$ cat config.mk
export PLATFORM = sky130hd
export DESIGN_NAME = gba_sound_fifo
export DESIGN_NICKNAME = d
export VERILOG_FILES = /design/src/rtl/gba_sound_pkg.sv /design/src/rtl/gba_sound_fifo_ram.sv /design/src/rtl/gba_sound_fifo.sv
export SDC_FILE = /design/constraint.sdc
export NUM_CORES = 1
export LEC_CHECK = 0
export BUFFER_PORTS_ARGS = -buffer_cell sky130_fd_sc_hd__buf_2
export CAP_MARGIN = 20
export CORE_MARGIN = 4
export CORE_UTILIZATION = 55
export CTS_CLUSTER_DIAMETER = 200
export DETAILED_ROUTE_END_ITERATION = 12
export MAX_ROUTING_LAYER = met4
export PLACE_DENSITY_LB_ADDON = 0.2
export RECOVER_POWER = 100
export SYNTH_ARGS = -nofsm -noshare
export SYNTH_HDL_FRONTEND = slang
export SYNTH_SLANG_ARGS = --single-unit
$ cat constraint.sdc
create_clock -name clk -period 5.62 [get_ports clk]
set_input_delay 0 -clock clk [delete_from_list [all_inputs] [get_ports clk]]
set_output_delay 0 -clock clk [all_outputs]
set_load 0.05 [all_outputs]
$ cat src/rtl/gba_sound_pkg.sv
// gba_sound_pkg: shared constants and refill FSM states for the GBA DMA-sound FIFOs
package gba_sound_pkg;

    localparam int FIFO_DEPTH_LOG2 = 3;
    localparam int FIFO_DRQ_LEVEL  = 4;

    typedef enum logic [1:0] {
        IDLE,
        READ,
        LATCH
    } fifo_state_t;

endpackage

$ cat src/rtl/gba_sound_fifo_ram.sv
// SyncRamDual: simple dual-port RAM, port A write-only, port B registered read-only
module SyncRamDual #(
    parameter int DATA_WIDTH = 32,
    parameter int ADDR_WIDTH = 3
) (
    input  logic                  clk,
    input  logic                  we_a,
    input  logic [ADDR_WIDTH-1:0] addr_a,
    input  logic [DATA_WIDTH-1:0] datain_a,
    input  logic                  re_b,
    input  logic [ADDR_WIDTH-1:0] addr_b,
    output logic [DATA_WIDTH-1:0] dataout_b
);

    logic [DATA_WIDTH-1:0] mem [2**ADDR_WIDTH];

    // Port A write
    always_ff @(posedge clk)
        if (we_a) mem[addr_a] <= datain_a;

    // Port B registered read
    always_ff @(posedge clk)
        if (re_b) dataout_b <= mem[addr_b];

endmodule

$ cat src/rtl/gba_sound_fifo.sv
// gba_sound_fifo: one GBA DMA-sound FIFO, 32-bit words in, one signed byte out per timer tick.
// Optional GBA_SOUND_FIFO_DEBUG_EN adds sticky overrun/underrun flags.
module gba_sound_fifo
    import gba_sound_pkg::*;
#(
    parameter int DEPTH_LOG2 = FIFO_DEPTH_LOG2,
    parameter int DRQ_LEVEL  = FIFO_DRQ_LEVEL
) (
    input  logic                  clk,
    input  logic                  reset_n,
    input  logic                  clear,
    input  logic                  wr_en,
    input  logic [31:0]           wr_data,
    input  logic                  tick,
    output logic [7:0]            sample,
    output logic                  sample_valid,
    output logic                  dma_req,
    output logic [DEPTH_LOG2:0]   level
`ifdef GBA_SOUND_FIFO_DEBUG_EN
    ,
    output logic                  overrun,
    output logic                  underrun
`endif
);

    localparam int AW = DEPTH_LOG2;
    localparam logic [AW:0] CAP = {1'b1, {AW{1'b0}}};
    localparam logic [AW:0] DRQ = DRQ_LEVEL[AW:0];

    fifo_state_t   state, state_d;
    logic [AW-1:0] wp, rp;
    logic [AW:0]   cnt;
    logic [2:0]    byte_left;
    logic [31:0]   hold, ram_q;
    logic          we, re, pop;

    assign level = cnt + (AW+1)'(byte_left != 3'd0);
    assign we    = wr_en && !clear && level < CAP;
    assign pop   = tick && byte_left != 3'd0;

    SyncRamDual #(.DATA_WIDTH(32), .ADDR_WIDTH(AW)) u_ram (
        .clk       (clk),
        .we_a      (we),
        .addr_a    (wp),
        .datain_a  (wr_data),
        .re_b      (re),
        .addr_b    (rp),
        .dataout_b (ram_q)
    );

    // Refill FSM state register
    always_ff @(posedge clk)
        state <= (!reset_n || clear) ? IDLE : state_d;

    // Refill FSM: fetch the next word once the holding register runs dry
    always_comb begin
        state_d = state;
        re      = 1'b0;
        case (state)
            IDLE:    state_d = (byte_left == 3'd0 && cnt != '0) ? READ : IDLE;
            READ:    begin re = 1'b1; state_d = LATCH; end
            LATCH:   state_d = IDLE;
            default: state_d = IDLE;
        endcase
    end

    // Pointers, word count, byte shifter and output pulses
    always_ff @(posedge clk) begin
        if (!reset_n || clear) begin
            wp           <= '0;
            rp           <= '0;
            cnt          <= '0;
            byte_left    <= 3'd0;
            hold         <= 32'd0;
            sample       <= 8'd0;
            sample_valid <= 1'b0;
            dma_req      <= 1'b0;
        end else begin
            wp           <= wp + AW'(we);
            rp           <= rp + AW'(re);
            cnt          <= cnt + (AW+1)'(we) - (AW+1)'(re);
            sample_valid <= pop;
            dma_req      <= pop && byte_left == 3'd1 && cnt <= DRQ;
            if (pop) begin
                sample    <= hold[7:0];
                hold      <= hold >> 8;
                byte_left <= byte_left - 3'd1;
            end else if (state == LATCH) begin
                hold      <= ram_q;
                byte_left <= 3'd4;
            end
        end
    end

`ifdef GBA_SOUND_FIFO_DEBUG_EN
    // Sticky flags for dropped writes and lost ticks
    always_ff @(posedge clk) begin
        if (!reset_n || clear) begin
            overrun  <= 1'b0;
            underrun <= 1'b0;
        end else begin
            overrun  <= overrun | (wr_en && level >= CAP);
            underrun <= underrun | (tick && byte_left == 3'd0);
        end
    end
`endif

endmodule

After elaboration in Yosys (flattened, before gate mapping)

Memories as Yosys holds them, arrays and structs flattened. A register that Yosys moved wholly into a read port is not among the register bits.
Cells that the tools add are included.

$add $sub $neg: 6
Multiply operators: 0
Div/mod/pow operators: 0
Magnitude comparators: 2
Equality and inequality tests: 3
Shift-type cells: 0
Multiplexer cells: 9
Bitwise logic cells: 0
Reductions and logical operators: 15

Operators by type and width:

| cell                                                | number |
|---|---|
| 2-to-1 mux 24 bit                                   | 2 |
| adder 4 x 1 -> 4 bit                                | 2 |
| adder 3 x 1 -> 3 bit                                | 2 |
| logical AND 1 bit                                   | 6 |
| 2-to-1 mux 3 bit                                    | 2 |
| <= comparator 4 x 3 -> 1 bit, second input constant | 1 |
| less-than comparator 4 bit, second input constant   | 1 |
| 2-to-1 mux 1 bit                                    | 4 |
| one-hot mux 2 bit (2 select lines)                  | 1 |
| nonzero test 4 bit                                  | 1 |
| subtractor 4 x 1 -> 4 bit                           | 1 |
| equality test 3 x 1 -> 1 bit, second input constant | 1 |
| zero test 3 bit                                     | 1 |
| nonzero test 3 bit                                  | 1 |
| subtractor 3 x 1 -> 3 bit, second input constant    | 1 |
| equality test 2 x 1 -> 1 bit, second input constant | 1 |
| equality test 2 bit, second input constant          | 1 |
| zero test 1 bit                                     | 2 |
| zero test 2 bit                                     | 1 |
| nonzero test 2 bit                                  | 1 |
| OR reduction 2 bit                                  | 1 |
| logical OR 1 bit                                    | 1 |

Register bits after elaboration: 57
Latch bits: 0
Bits in writable memories: 256
Memory bits (read-only): 0
Input bits: 37
Output and inout bits: 14
Word-level logic and storage cells: 46
Memories kept: 1

Memory list:

| name      | words | bits a word | rd ports | clocked after Yosys merged registers in | wr ports | RTL line                 | text |
|---|---|---|---|---|---|---|---|
| u_ram.mem | 8     | 32          | 1        | 1                                       | 1        | gba_sound_fifo_ram.sv:15 | `logic [DATA_WIDTH-1:0] mem [2**ADDR_WIDTH];` |

Depth between registers and ports, before layout

Depth after elaboration: 6
Depth in mapped cells: 14
Gate-level depth less buffers: 14

Hierarchy

A second synthesis with hierarchy kept.

Cell total of the unflattened synthesis: 640
Area, all modules: 13196.4 µm²

By module, submodules not included:

| module         | instances | cells each | area each (µm²) | seq. area each (µm²) |
|---|---|---|---|---|
| SyncRamDual    | 1         | 415        | 10786.6         | 8648.3 |
| gba_sound_fifo | 1         | 225        | 2409.8          | 1141.1 |

Least setup slack after synthesis

OpenSTA, ideal clock, no wires.

Path kind: register to register
From: register byte_left[0]
To: memory u_ram.mem[2][0], enable pin
Setup time: 0.513 ns
Arrival: 4.834 ns
Data required time: 5.107 ns
Setup slack: 0.273 ns
Cell stages (with the launch flop): 9
Buffers on the path: 0
Clock period less this slack: 5.347 ns
Cell sequence: dfxtp_1 inv_1 ha_1 nor2b_2 inv_1 ha_1 nand3b_1 nand3_1 nor4b_1

Word-level cells in the longest chain between the ends: 6

RTL lines:

| what                                   | RTL line                 | text |
|---|---|---|
| start: declaration                     | gba_sound_fifo.sv:33     | `logic [2:0] byte_left;` |
| start signal: assignment               | gba_sound_fifo.sv:87     | `byte_left <= byte_left - 3'd1;` |
| nonzero test 3 bit                     | gba_sound_fifo.sv:37     | `assign level = cnt + (AW+1)'(byte_left != 3'd0);` |
| adder 4 x 1 -> 4 bit                   | gba_sound_fifo.sv:37     |  |
| less-than comparator 4 bit             | gba_sound_fifo.sv:38     | `assign we = wr_en && !clear && level < CAP;` |
| logical AND 1 bit                      | gba_sound_fifo.sv:38     |  |
| 2-to-1 mux 1 bit                       | gba_sound_fifo_ram.sv:19 | `if (we_a) mem[addr_a] <= datain_a;` |
| 2-to-1 mux 1 bit (not written as such) | gba_sound_fifo_ram.sv:19 |  |
| end: declaration                       | gba_sound_fifo_ram.sv:15 |  |

Every way passes these cells.

==> qor.yml <==
global_routing:
  grt_pass1_wl_um: 38190
  grt_overflow: 0
  grt_max_degree: 44
  grt_pass1_vias: 6650
  grt_use_total_pct: 19.50
  antenna_found_initial: 0
setup_path:
  cp-end-kind: "flop"
  crit_arrival_ps: 4520
  cp.required_ps: 5870
  max_stage_delay_ps: 2030
  r2r_slack_ps: 1350
  criticalPathCategory: "reg -> reg"
  r2r-end: "u_ram.dataout_b[0]"
  worst_r2r_startpoint: "rp[2]"
  crit_fanout: 41
  worst-r2r-cell-count: 3
  start_kind: "flop"
  slowest_stage: "clkbuf_1"
  crit_chain: "clkbuf_1, mux4_1, mux2_2"
power_and_ir_drop:
  power_density_mw_per_mm2: 342.6
  p_sw_share_pct: 19.53
  power_mw: 5.158
  peakVddDrop_mv: 0.1736
  internal_power_mw: 4.150
  leakage_nw: 4.715
  pwr-share-comb_pct: 2.6
  seq_power_share_pct: 54.4
  power_switching_mw: 1.007
  clkPwrFrac_pct: 43.0
routing:
  antenna_left: 0
  drc_errors: 0
  wirelength_um: 24200
  dr_total_vias: 6228
  dr.pass1.iters: 5
  initialDrtViolationCount: 471
  wire_per_inst_um: 22.25
  vias_per_cell: 5.724
clocking:
  ctsResizeCount: 0
  root_buffer: "clkbuf_16"
  insertion_delay_ps: 510
  cts_setup_buffers: 0
  cts.sinks: 345
  h-tree-depth: 2
  clk_pin_slew_ps: 60
  clk_path_buf_depth: 3
  numCtsBuffers: 35
  cts_tree: "yes"
  hold_buffers: 34
layout:
  fillCellCount: 1631
  n_antenna_cell: 0
  multi_input_area_mm2: 0.003048
  final_nets: 796
  ff_latch_area_mm2: 0.009793
  utilization_pct: 64.34
  mostFrequentLayoutCells: "edfxtp_1 (288), mux4_2 (62), dfxtp_1 (56), clkbuf_1 (56), clkbuf_16 (36)"
  final_cells: 1088
  area_growth_pct: 15.40
  drive_above_1_share_pct: 21.33
  final_common_cell: "edfxtp_1"
placed_design:
  gp_congestion: 0.7324
  dp_hpwl_um: 13270
  dp_cells: 987
  io_buffer_count: 50
  place_ws_ps: 2171
die:
  ios: 51
  coreArea_mm2: 0.02340
  fp.dieH_um: 162.0
  dieArea_mm2: 0.02625
  die_w_um: 162.0
  rows: 56
  initial_core_util_pct: 55.75
min_path:
  hold-path-endpoint: "cnt[1]"
  hold_path_depth: 3
  hp-start: "reset_n"
  min_path_type: "in -> reg"
yosys:
  async_reset_ff_share_pct: 0
  synth_edf_count: 288
  avgSynthCellArea_um2: 20.42
  synth_nets: 693
  synthFlopType: "edfxtp_1"
  synth_cell_types: 41
  synth_seq_cells: 345
  synth_top_area_share_pct: 66.28
  syn-cell-area_mm2: 0.01305
  netlist_top_cells_area: "edfxtp_1 (66%), mux4_2 (11%), dfxtp_1 (8.7%), mux2_2 (2.8%), mux2i_1 (1.8%)"
  seq_area_frac_synth_pct: 75.03
  synthCells: 639
  netlist.top_cell.by_area: "edfxtp_1"
  ys_warn_count: 0
sta:
  max_freq_mhz: 234.2
  finalHoldViolCount: 0
  post-route-min-period_ps: 4269
  finalSetupTns_ps: 0
  slew_violations: 240
  tightest_slew_ps: 2758
  skew_ps: 13.34
  fin_crit_sh_pct: 75.97
  rsz0062_at_grt: "false"
  finalSetupViolCount: 0
  setup_slack_ps: 1351
  slew_headroom_pct: -83.88
outcome:
  violations: "max-capacitance violations, max-slew violations"
  status: "finished, violations left"
job:
  maxCapViolations: 8
critical path: cells and delay by family (launching register included):
family,cells,cell delay [ps]
buf+inv,1,2030
flops,1,1130
mux,2,810
area by class of cell:
class	instances	share of cell area (%)
clock buffers	50	6.930
clock inverters	14	0.5817
inverters	11	0.2742
multi-input cells	252	20.24
flip-flops and latches	345	65.04
well taps	319	2.651
repair buffers	97	4.280
cells by family (layout without fill, tap and decap cells):
group                      after synthesis  in the layout  synth area share, %
AOI/OAI and AO/OA                       56             56                3.260
xor gates and xnor gates                 4              4               0.2686
adders and majority gates               17             17                1.688
buffers and inverters                   42            172                1.745
DFF                                    345            345                75.03
muxes                                  120            120                15.71
and+or+nand+nor                         55             55                2.302
flip-flops by register name (all words and copies together) (netlist names):
name,flops
wp,3
u_ram.dataout_b,32
byte_left,3
sample_valid,1
sample,8
hold,32
rp,3
state,2
cnt,4
u_ram.mem,256
dma_req,1
through the flow:
step	area, um2	hold WS (ps)
finish	15060	44.91
global route	15060	69.77
CTS	15130	24.21
detailed placement	13660	272.2
global placement	13660	258.6
floorplan	13050	98.87
worst max path at each step:
stage | from | endpoint | slack, ps | depth (start not counted)
after floorplan | byte_left[0] | u_ram.mem[2][0] | 270 | 8
final | rp[2] | u_ram.dataout_b[0] | 1350 | 3
after CTS | byte_left[0] | u_ram.mem[5][4] | 2150 | 9
after global placement | byte_left[0] | u_ram.mem[5][20] | 2470 | 9
after detailed placement | byte_left[0] | u_ram.mem[5][20] | 2170 | 9
after global routing | rp[2] | u_ram.dataout_b[18] | 1110 | 3
power by group through the flow:
stage	Sequential, mW	Clock, mW	Combinational [mW]
global route	2.80	2.39	0.148
floorplan	2.86	0	0.0624
detailed placement	2.86	0	0.121
finish	2.80	2.22	0.134
global placement	2.86	0	0.114
CTS	2.80	2.27	0.141
routing by layer:
metal,part of all wire (%),vias up,track usage [%]
met5,0,-,-
met4,1.5,0,4.652
met3,5.3,30,3.020
met2,51,148,32.40
met1,42,3244,25.98
li1,-,2806,-
cell usage after synthesis, types with 8 or more instances:
cell / instances
ha_1: 16
mux2_2: 32
mux4_2: 62
mux2i_1: 24
a21oi_1: 15
buf_2: 14
inv_1: 11
a22o_1: 8
nand2_1: 19
o2bb2ai_1: 24
edfxtp_1: 288
dfxtp_1: 57
Power figures use the tool's default switching activity.
